### config.mk
export PLATFORM = sky130hd
export DESIGN_NAME = counter_bcd_mod_flat
export DESIGN_NICKNAME = d
export VERILOG_FILES = /design/src/rtl/counter_bcd_mod_pkg.sv /design/src/rtl/counter_bcd_mod_if.sv /design/src/rtl/counter_bcd_mod_bcd_digit.sv /design/src/rtl/counter_bcd_mod.sv /design/src/flat_wrapper.sv
export SDC_FILE = /design/constraint.sdc
export NUM_CORES = 1
export LEC_CHECK = 0
export BUFFER_PORTS_ARGS = -buffer_cell sky130_fd_sc_hd__clkbuf_2
export CAP_MARGIN = 20
export CORE_AREA = 2 2 49 51
export CTS_CLUSTER_SIZE = 14
export DETAILED_ROUTE_END_ITERATION = 10
export DIE_AREA = 0 0 51 53
export PLACE_DENSITY = 0.78
export SYNTH_ARGS = -nofsm -noshare
export SYNTH_HDL_FRONTEND = slang
export SYNTH_SLANG_ARGS = --single-unit
### constraint.sdc
create_clock -name clk -period 3.1 [get_ports clk]
set_clock_uncertainty 0.2 [all_clocks]
set_input_delay 0.465 -clock clk [delete_from_list [all_inputs] [get_ports clk]]
set_output_delay 0.465 -clock clk [all_outputs]
set_load 0.02 [all_outputs]
### src/rtl/counter_bcd_mod_pkg.sv
// Shared definitions for the BCD modulo counter family: digit width,
// clock-unit moduli, operation encoding and BCD helper functions.
package counter_bcd_mod_pkg;

    localparam int BCD_W      = 4;
    localparam int MAX_DIGITS = 4;
    localparam int EXT_W      = BCD_W * MAX_DIGITS;

    localparam int SEC_MOD    = 60;
    localparam int HOUR24_MOD = 24;
    localparam int HOUR12_MIN = 1;
    localparam int HOUR12_MOD = 12;

    // What the digit chain does on the next edge
    typedef enum logic [2:0] {
        OP_HOLD = 3'd0,
        OP_LOAD = 3'd1,
        OP_INC  = 3'd2,
        OP_DEC  = 3'd3,
        OP_WRAP = 3'd4
    } cnt_op_e;

    // Decimal integer to packed BCD, digit 0 in the low nibble
    function automatic logic [EXT_W-1:0] to_bcd(input int value);
        logic [EXT_W-1:0] res;
        int               rem;
        res = {EXT_W{1'b0}};
        rem = value;
        for (int i = 0; i < MAX_DIGITS; i++) begin
            res[i*BCD_W +: BCD_W] = BCD_W'(rem % 10);
            rem = rem / 10;
        end
        return res;
    endfunction

    // True when every nibble holds a decimal digit 0..9
    function automatic logic bcd_valid(input logic [EXT_W-1:0] vec);
        logic ok;
        ok = 1'b1;
        for (int i = 0; i < MAX_DIGITS; i++) begin
            if (vec[i*BCD_W +: BCD_W] > 4'd9) begin
                ok = 1'b0;
            end else begin
                ok = ok;
            end
        end
        return ok;
    endfunction

    // lo <= v <= hi on valid BCD; packed BCD order equals numeric order,
    // so a borrow from each subtraction flags an out-of-range value
    function automatic logic bcd_in_range(input logic [EXT_W-1:0] v,
                                          input logic [EXT_W-1:0] lo,
                                          input logic [EXT_W-1:0] hi);
        logic [EXT_W:0] d_lo;
        logic [EXT_W:0] d_hi;
        d_lo = {1'b0, v}  - {1'b0, lo};
        d_hi = {1'b0, hi} - {1'b0, v};
        return ~d_lo[EXT_W] & ~d_hi[EXT_W];
    endfunction

endpackage

### src/rtl/counter_bcd_mod_if.sv
// Count/preset bus of one counter stage. The driver of cin/dir/PE/pre_val
// uses the master view; the counter itself uses the slave view.
interface counter_bcd_mod_if #(parameter int W = 8);

    logic         cin;
    logic         dir;
    logic         PE;
    logic [W-1:0] pre_val;
    logic         cout;
    logic [W-1:0] show;
    logic         load_err;

    modport master (
        output cin, dir, PE, pre_val,
        input  cout, show, load_err
    );

    modport slave (
        input  cin, dir, PE, pre_val,
        output cout, show, load_err
    );

endinterface

### src/rtl/counter_bcd_mod_bcd_digit.sv
// One decade of the counter: a 4-bit BCD register that can be loaded,
// forced to a wrap value, incremented or decremented, and reports 9/0.
module bcd_digit
    import counter_bcd_mod_pkg::*;
#(
    parameter logic [BCD_W-1:0] RST_VAL = 4'd0
) (
    input  logic             clk,
    input  logic             rst_n,
    input  logic             load,
    input  logic [BCD_W-1:0] load_val,
    input  logic             force_en,
    input  logic [BCD_W-1:0] force_val,
    input  logic             inc,
    input  logic             dec,
    output logic [BCD_W-1:0] q,
    output logic             at9,
    output logic             at0
);

    logic [BCD_W-1:0] q_r;
    logic [BCD_W-1:0] q_next_s;

    // Next digit value; load wins over force, force over stepping
    always_comb begin
        q_next_s = q_r;
        if (load) begin
            q_next_s = load_val;
        end else if (force_en) begin
            q_next_s = force_val;
        end else if (inc) begin
            q_next_s = (q_r == 4'd9) ? 4'd0 : q_r + 4'd1;
        end else if (dec) begin
            q_next_s = (q_r == 4'd0) ? 4'd9 : q_r - 4'd1;
        end else begin
            q_next_s = q_r;
        end
    end

    // Digit register, cleared to this decade's share of the minimum value
    always_ff @(posedge clk or negedge rst_n) begin
        if (!rst_n) begin
            q_r <= RST_VAL;
        end else begin
            q_r <= q_next_s;
        end
    end

    assign q   = q_r;
    assign at9 = (q_r == 4'd9);
    assign at0 = (q_r == 4'd0);

endmodule

### src/rtl/counter_bcd_mod.sv
// Parametrised BCD modulo counter (seconds/minutes/hours building block).
// Counts up or down over MIN_VAL..MIN_VAL+MODULUS-1, accepts range-checked
// presets and emits a same-cycle carry/borrow for cascading stages.
module counter_bcd_mod
    import counter_bcd_mod_pkg::*;
#(
    parameter int DIGITS  = 2,
    parameter int MODULUS = 60,
    parameter int MIN_VAL = 0
) (
    input  logic               clk,
    input  logic               _CR,
    counter_bcd_mod_if.slave   bus
);

    localparam int W       = BCD_W * DIGITS;
    localparam int MAX_VAL = MIN_VAL + MODULUS - 1;

    localparam logic [EXT_W-1:0] MIN_BCD16 = to_bcd(MIN_VAL);
    localparam logic [EXT_W-1:0] MAX_BCD16 = to_bcd(MAX_VAL);
    localparam logic [W-1:0]     MIN_BCD   = MIN_BCD16[W-1:0];
    localparam logic [W-1:0]     MAX_BCD   = MAX_BCD16[W-1:0];

    generate
        if (MODULUS < 2) begin : g_chk_modulus
            $error("counter_bcd_mod: MODULUS must be at least 2");
        end
        if (DIGITS < 1 || DIGITS > MAX_DIGITS) begin : g_chk_digits
            $error("counter_bcd_mod: DIGITS must be in 1..4");
        end
        if (MIN_VAL < 0 || MAX_VAL > (10 ** DIGITS) - 1) begin : g_chk_range
            $error("counter_bcd_mod: value range does not fit in DIGITS decades");
        end
    endgenerate

    logic [W-1:0]      show_s;
    logic [EXT_W-1:0]  show_ext_s;
    logic [EXT_W-1:0]  pre_ext_s;
    logic              pre_ok_s;
    logic              state_ok_s;
    logic              at_min_s;
    logic              at_max_s;
    logic [DIGITS-1:0] at9_s;
    logic [DIGITS-1:0] at0_s;
    logic [DIGITS:0]   nines_s;
    logic [DIGITS:0]   zeros_s;
    cnt_op_e           op_s;
    logic [W-1:0]      wrap_val_s;
    logic              load_en_s;
    logic              wrap_en_s;
    logic              inc_en_s;
    logic              dec_en_s;
    logic              load_err_r;

    assign show_ext_s = EXT_W'(show_s);
    assign pre_ext_s  = EXT_W'(bus.pre_val);

    // A preset is only taken when it is proper BCD and inside the range;
    // the same test on the live value catches upset (corrupted) states
    assign pre_ok_s   = bcd_valid(pre_ext_s)  & bcd_in_range(pre_ext_s,  MIN_BCD16, MAX_BCD16);
    assign state_ok_s = bcd_valid(show_ext_s) & bcd_in_range(show_ext_s, MIN_BCD16, MAX_BCD16);

    assign at_min_s = (show_s == MIN_BCD);
    assign at_max_s = (show_s == MAX_BCD);

    // Ripple qualifiers: digit i steps when all lower digits are at 9 (up) / 0 (down)
    assign nines_s[0] = 1'b1;
    assign zeros_s[0] = 1'b1;

    genvar gi;
    generate
        for (gi = 0; gi < DIGITS; gi++) begin : g_digit
            bcd_digit #(
                .RST_VAL(MIN_BCD16[gi*BCD_W +: BCD_W])
            ) u_digit (
                .clk       (clk),
                .rst_n     (_CR),
                .load      (load_en_s),
                .load_val  (bus.pre_val[gi*BCD_W +: BCD_W]),
                .force_en  (wrap_en_s),
                .force_val (wrap_val_s[gi*BCD_W +: BCD_W]),
                .inc       (inc_en_s & nines_s[gi]),
                .dec       (dec_en_s & zeros_s[gi]),
                .q         (show_s[gi*BCD_W +: BCD_W]),
                .at9       (at9_s[gi]),
                .at0       (at0_s[gi])
            );
            assign nines_s[gi+1] = nines_s[gi] & at9_s[gi];
            assign zeros_s[gi+1] = zeros_s[gi] & at0_s[gi];
        end
    endgenerate

    // Choose the edge operation: preset beats counting; counting from a
    // corrupted value recovers to the minimum. A full 9..9 or 0..0 ripple
    // can only happen at (or beyond) a terminal value, so it wraps too.
    always_comb begin
        op_s       = OP_HOLD;
        wrap_val_s = MIN_BCD;
        if (bus.PE) begin
            if (pre_ok_s) begin
                op_s = OP_LOAD;
            end else begin
                op_s = OP_HOLD;
            end
        end else if (bus.cin) begin
            if (!state_ok_s) begin
                op_s       = OP_WRAP;
                wrap_val_s = MIN_BCD;
            end else if (bus.dir) begin
                if (at_min_s || zeros_s[DIGITS]) begin
                    op_s       = OP_WRAP;
                    wrap_val_s = MAX_BCD;
                end else begin
                    op_s = OP_DEC;
                end
            end else begin
                if (at_max_s || nines_s[DIGITS]) begin
                    op_s       = OP_WRAP;
                    wrap_val_s = MIN_BCD;
                end else begin
                    op_s = OP_INC;
                end
            end
        end else begin
            op_s = OP_HOLD;
        end
    end

    // Decode the chosen operation into the digit strobes
    always_comb begin
        load_en_s = 1'b0;
        wrap_en_s = 1'b0;
        inc_en_s  = 1'b0;
        dec_en_s  = 1'b0;
        case (op_s)
            OP_LOAD: load_en_s = 1'b1;
            OP_WRAP: wrap_en_s = 1'b1;
            OP_INC:  inc_en_s  = 1'b1;
            OP_DEC:  dec_en_s  = 1'b1;
            OP_HOLD: load_en_s = 1'b0;
            default: load_en_s = 1'b0;
        endcase
    end

    // One-cycle flag for a preset that was refused
    always_ff @(posedge clk or negedge _CR) begin
        if (!_CR) begin
            load_err_r <= 1'b0;
        end else begin
            load_err_r <= bus.PE & ~pre_ok_s;
        end
    end

    // Carry/borrow is combinational so the next stage steps on the same edge;
    // a corrupted value matches neither terminal, so it never carries
    assign bus.cout     = _CR & bus.cin & ~bus.PE & (bus.dir ? at_min_s : at_max_s);
    assign bus.show     = show_s;
    assign bus.load_err = load_err_r;

endmodule
### src/flat_wrapper.sv
// flat-port wrapper written by rule: the top's interface ports become plain ports
module counter_bcd_mod_flat import counter_bcd_mod_pkg::*;
#(
    parameter int DIGITS  = 2,
    parameter int MODULUS = 60,
    parameter int MIN_VAL = 0
)
  (clk, _CR, bus_cin, bus_dir, bus_PE, bus_pre_val, bus_cout, bus_show, bus_load_err);
  counter_bcd_mod_if bus_i ();
  input  logic clk;
  input  logic _CR;
  input wire logic [$bits(bus_i.cin)-1:0] bus_cin;
  input wire logic [$bits(bus_i.dir)-1:0] bus_dir;
  input wire logic [$bits(bus_i.PE)-1:0] bus_PE;
  input wire logic [$bits(bus_i.pre_val)-1:0] bus_pre_val;
  output wire logic [$bits(bus_i.cout)-1:0] bus_cout;
  output wire logic [$bits(bus_i.show)-1:0] bus_show;
  output wire logic [$bits(bus_i.load_err)-1:0] bus_load_err;
  assign bus_i.cin = bus_cin;
  assign bus_i.dir = bus_dir;
  assign bus_i.PE = bus_PE;
  assign bus_i.pre_val = bus_pre_val;
  assign bus_cout = bus_i.cout;
  assign bus_show = bus_i.show;
  assign bus_load_err = bus_i.load_err;
  counter_bcd_mod #(.DIGITS(DIGITS), .MODULUS(MODULUS), .MIN_VAL(MIN_VAL)) u_core (.clk(clk), ._CR(_CR), .bus(bus_i));
endmodule
; ---- Yosys cells after proc, flatten, opt, wreduce, memory -nomap -nowiden
; Index checks and enable logic that the tools add are counted.
[word_totals]
register_bits = 9
in_bits = 13
output_inout_bits = 10
elab_cells = 74
[classes]
addsub = 6
magnitude_cmp = 4
eq_ne = 7
n_mux = 33
bitwise = 14
reduce_logical = 7
[ops]
columns = op, n
row1 = $mux 4, 12
row2 = $mux 8, 3
row3 = $mux 3, 6
row4 = $sub 7x8->9 const A, 2
row5 = $gt 4x4->1 const B, 4
row6 = $mux 7, 2
row7 = $and 1x1->1, 10
row8 = $mux 1, 10
row9 = $add 4x1->4 const B, 2
row10 = $eq 4x4->1 const B, 2
row11 = $eq 8x7->1 const B, 1
row12 = $logic_not 4->1, 2
row13 = $logic_not 8->1, 1
row14 = $reduce_bool 4->1, 2
row15 = $sub 4x1->4 const B, 2
row16 = $eq 3x2->1 const B, 2
row17 = $not 1->1, 4
row18 = $eq 3x1->1 const B, 1
row19 = $eq 3x3->1 const B, 1
row20 = $logic_or 1x1->1, 2

; ---- Logic depth before layout (Yosys ltp)
[logic_depth]
depth_word = 15
ltp_mapped = 9
ltp_nobuf = 8

; ---- Modules after synthesis
; Synthesis repeated with hierarchy kept, for this count alone.
[unflattened]
cells_unflattened = 139
area_unflattened_um2 = 1129.8
[modules_own_cells]
columns = mod, instances, cells_per_inst, area_per_inst_um2, seq_area_each_um2
row1 = bcd_digit, 2, 54, 459.2, 100.1
row2 = counter_bcd_mod, 1, 31, 211.5, 25.0

; ---- Worst setup path after synthesis
; OpenSTA, ideal clock, no wires.
[synth_timing]
path_kind = register -> output
start = register u_core.g_digit[0].u_digit.q_r[0]
end = output port bus_cout
arrival_time_ns = 1.875
t_required_ns = 2.435
slack_ns = 0.560
path_stages_with_launch = 6
path_buffers = 0
path_cell_list = dfrtp_1 -> inv_1 -> ha_1 -> nor3b_1 -> and3_1 -> o211a_1
[synth_between]
elab_chain_cells = 3
elab_cells_between_ends = 4
cone_classes = eq/ne: 1 / mux: 1 / bitwise: 1 / reduce/logical: 1
[synth_lines]
columns = item, line_no
row1 = "start, declared", counter_bcd_mod_bcd_digit.sv:21  ; logic [BCD_W-1:0] q_r;
row2 = "start signal, assigned", counter_bcd_mod_bcd_digit.sv:45  ; q_r <= q_next_s;
row3 = $eq 8x7->1 / $logic_not 8->1 (equally long branches), "counter_bcd_mod.sv:64, counter_bcd_mod.sv:63"
row4 = $mux 1 *, counter_bcd_mod.sv:156  ; assign bus.cout = _CR & bus.cin & ~bus.PE & (bus.dir ? at_min_s : at_max_s);
row5 = $and 1x1->1 *, counter_bcd_mod.sv:156
row6 = "end, declared", flat_wrapper.sv:16  ; output wire logic [$bits(bus_i.cout)-1:0] bus_cout;
; Every way passes the cells marked *; elsewhere a longest branch is shown, timed or not.

; ---- Final worst setup path
[layout_timing]
start = register u_core.g_digit[1].u_digit.q_r[0]
end = output port bus_cout
[layout_between]
elab_chain_cells = 3
elab_cells_between_ends = 4
cone_classes = eq/ne: 1 / mux: 1 / bitwise: 1 / reduce/logical: 1
[layout_lines]
columns = item, line_no
row1 = "start, declared", counter_bcd_mod_bcd_digit.sv:21
row2 = "start signal, assigned", counter_bcd_mod_bcd_digit.sv:45
row3 = $eq 8x7->1 / $logic_not 8->1 (equally long branches), "counter_bcd_mod.sv:64, counter_bcd_mod.sv:63"
row4 = $mux 1 *, counter_bcd_mod.sv:156
row5 = $and 1x1->1 *, counter_bcd_mod.sv:156
; Marks and branches as above.

==> metrics.txt <==
status finished, final reports clean; Avg Cell Area, Syn 8.44 um2; Overflow after GRT 0; CP Capture Type output port; Setup-failing EPs final 0; Post-synth EDFFs 0; Reg-to-Reg Start u_core.g_digit[0].u_digit.q[0]; Synth area leaders dfrtp_1, ha_1, a21oi_1; FMAX 349 MHz; Root Driver clkbuf_4; Routed Wire Length 2900 um; First DRT Iteration DRCs 49; Register Area 225 um2; Worst EP required 2.43 ns; register bit total from synthesis 9; ys async rst share 1.00; register area share after synthesis 0.205; slew at the pin closest to its max-slew limit 0.778 ns; Max transition margin 0.480; floorplan row count 17; RSZ-0062 raised after global routing no; number of H-tree levels 1; Post-DRT Antenna Nets 0; area of the multi-input gates 779 um2; Tcrit/Tclk final 0.925; Layout Nets 174; number of diodes 0; fraction of layout cells with a size suffix above 1 0.289; Die Wd 51 um; CTS Buffer Depth 2; ys flop type dfrtp_1; area grow syn2layout 12.2%; IO buf count 22; Post-Synthesis Cells 130; first-pass GRT wire length 4750 um; Yosys cell types 52; maxcap violations 0; # fillers 192; post-CTS setup buffers 0; Final Core Density 0.573; Clock transition at path regs 0.07 ns; Max FO, Critical Path 6; die height 53 um; via/cell ratio 6.11; CTS tree built; Synth Warn # 0; Synth Cell Area 1100 um2; min-delay src bus_pre_val[2]; kind of critical path reg -> out; GR Util All Layers 0.237; initial antenna violation count 0; Via Count 1100; minimum clock period after layout 2.87 ns; Post-DP HPWL 2220 um; Hold Vio Cnt, Final 0; crit path launch u_core.g_digit[1].u_digit.q[0]; Remaining DRCs 0; CTS sink count 9; worst vdd ir 0.550 mV; crit start category flop; wire per inst 16.1 um; 1st-pass router iterations 4; die area 2700 um2; Skew-Pair Late Insertion Delay 0.27 ns; LEAKAGE 0.580 nW; largest net degree at the start of global routing 14; HP Class in -> reg; setup_tns 0 ns; Initial Util 0.511; CTS Buf Count 3; syn nets 151; core area 2150 um2; most frequent cell after synthesis a21oi_1; largest area contributor in the netlist dfrtp_1; RePlAce Congestion 0.902; Slew Viols, Final 0; PD cells 838 nW/um2; I/O pin count 23; vias in the first global route 1041; top cells by count, synth a21oi_1, nor2_1, dfrtp_1; Worst EP arrival 2.20 ns; share of the synthesized area in the top cell type 0.205
==> state kept, by name, indices dropped and copies added (netlist names) <==
name                      flops
u_core.bus.load_err           1
u_core.g_digit.u_digit.q      8
==> cells by family after synthesis <==
logic type | count (synthesis) | synth area share
AND/OR/NAND/NOR | 51 | 0.283
AO/OA/AOI/OAI | 44 | 0.303
multiplexers | 3 | 0.0285
flip-flops | 9 | 0.205
buffers and inverters | 15 | 0.0889
adder cells (fa/ha/maj) | 8 | 0.0912
==> placed cells by master (no fill, tap or decap), types with 2 or more instances in the layout <==
cell type  netlist  layout
inv_1            8       8
buf_4            2       2
nor3b_2          1       2
and3_1           3       3
dfrtp_1          9       9
o21a_1           2       2
a31oi_1          3       3
mux2i_1          2       2
nand3_1          6       6
nor2b_1          2       2
nand2_1          6       6
nor2_1          13      13
o21ai_0          4       4
clkbuf_2         0      22
a21oi_1         14      14
o32ai_1          2       2
clkbuf_4         0       3
nand2b_1         4       4
a221oi_1         2       2
or2b_2           3       3
ha_1             8       8
==> worst max-delay path, stage by stage, from the launching register on <==
cell and delay [ns]:
dfrtp_1 0.45, inv_1 0.17, ha_1 0.25, nor3b_2 0.38
and3_1 0.34, o211a_1 0.19, clkbuf_2 0.16
==> worst paths after layout <==
kind | cells after the start | end | slack (ns)
max in group asynchronous | 2 | u_core.g_digit[1].u_digit.q[3] | 2.07
worst min-delay path | 3 | u_core.g_digit[0].u_digit.q[2] | 0.26
worst min register to register | 2 | u_core.g_digit[1].u_digit.q[2] | 0.51
worst max register to register | 8 | u_core.g_digit[0].u_digit.q[1] | 0.46
min in group asynchronous | 2 | u_core.g_digit[0].u_digit.q[0] | 0.41
worst max-delay path | 6 | bus_cout | 0.23
==> repair_timing <==
item / 4_1_cts / 5_1_grt
endpoints found under the hold margin: 9 / 0
resized for setup: 0 / 1
setup endpoints to repair: 0 / 1
hold buffers: 1 / 0
==> routing by layer <==
layer	global-route usage	wire length (um)
met4	0.153	89
met2	0.385	1370
met1	0.295	1270
met5	0	0
met3	0.0311	175
==> metrics by stage <==
step	hold slack [ns]	setup WS (ns)	area [um2]	power, W	instances
finish	0.259	0.231	1230	0.00103	180
global route	0.278	0.0784	1230	0.00112	180
CTS	0.261	0.0165	1230	0.00102	180
detailed placement	0.147	0.304	1190	0.000922	175
global placement	0.140	0.336	1190	0.000901	175
floorplan	-0.0306	0.560	1100	0.000778	130
==> power by group <==
| group | leakage (nW) | internal [W] | switching, W |
|---|---|---|---|
| logic | 0.456 | 0.000285 | 0.000389 |
| clock network | 0.0150 | 0.0000497 | 0.0000436 |
| registers | 0.110 | 0.000159 | 0.000105 |
==> layout make-up <==
type	instances	share of cell area
multi-input cells	106	0.633
repair buffers	25	0.110
clock buffers	4	0.0213
inverters	8	0.0244
flip-flops and latches	9	0.183
well taps	28	0.0285
Note: power is estimated with default switching activity, not from simulation.
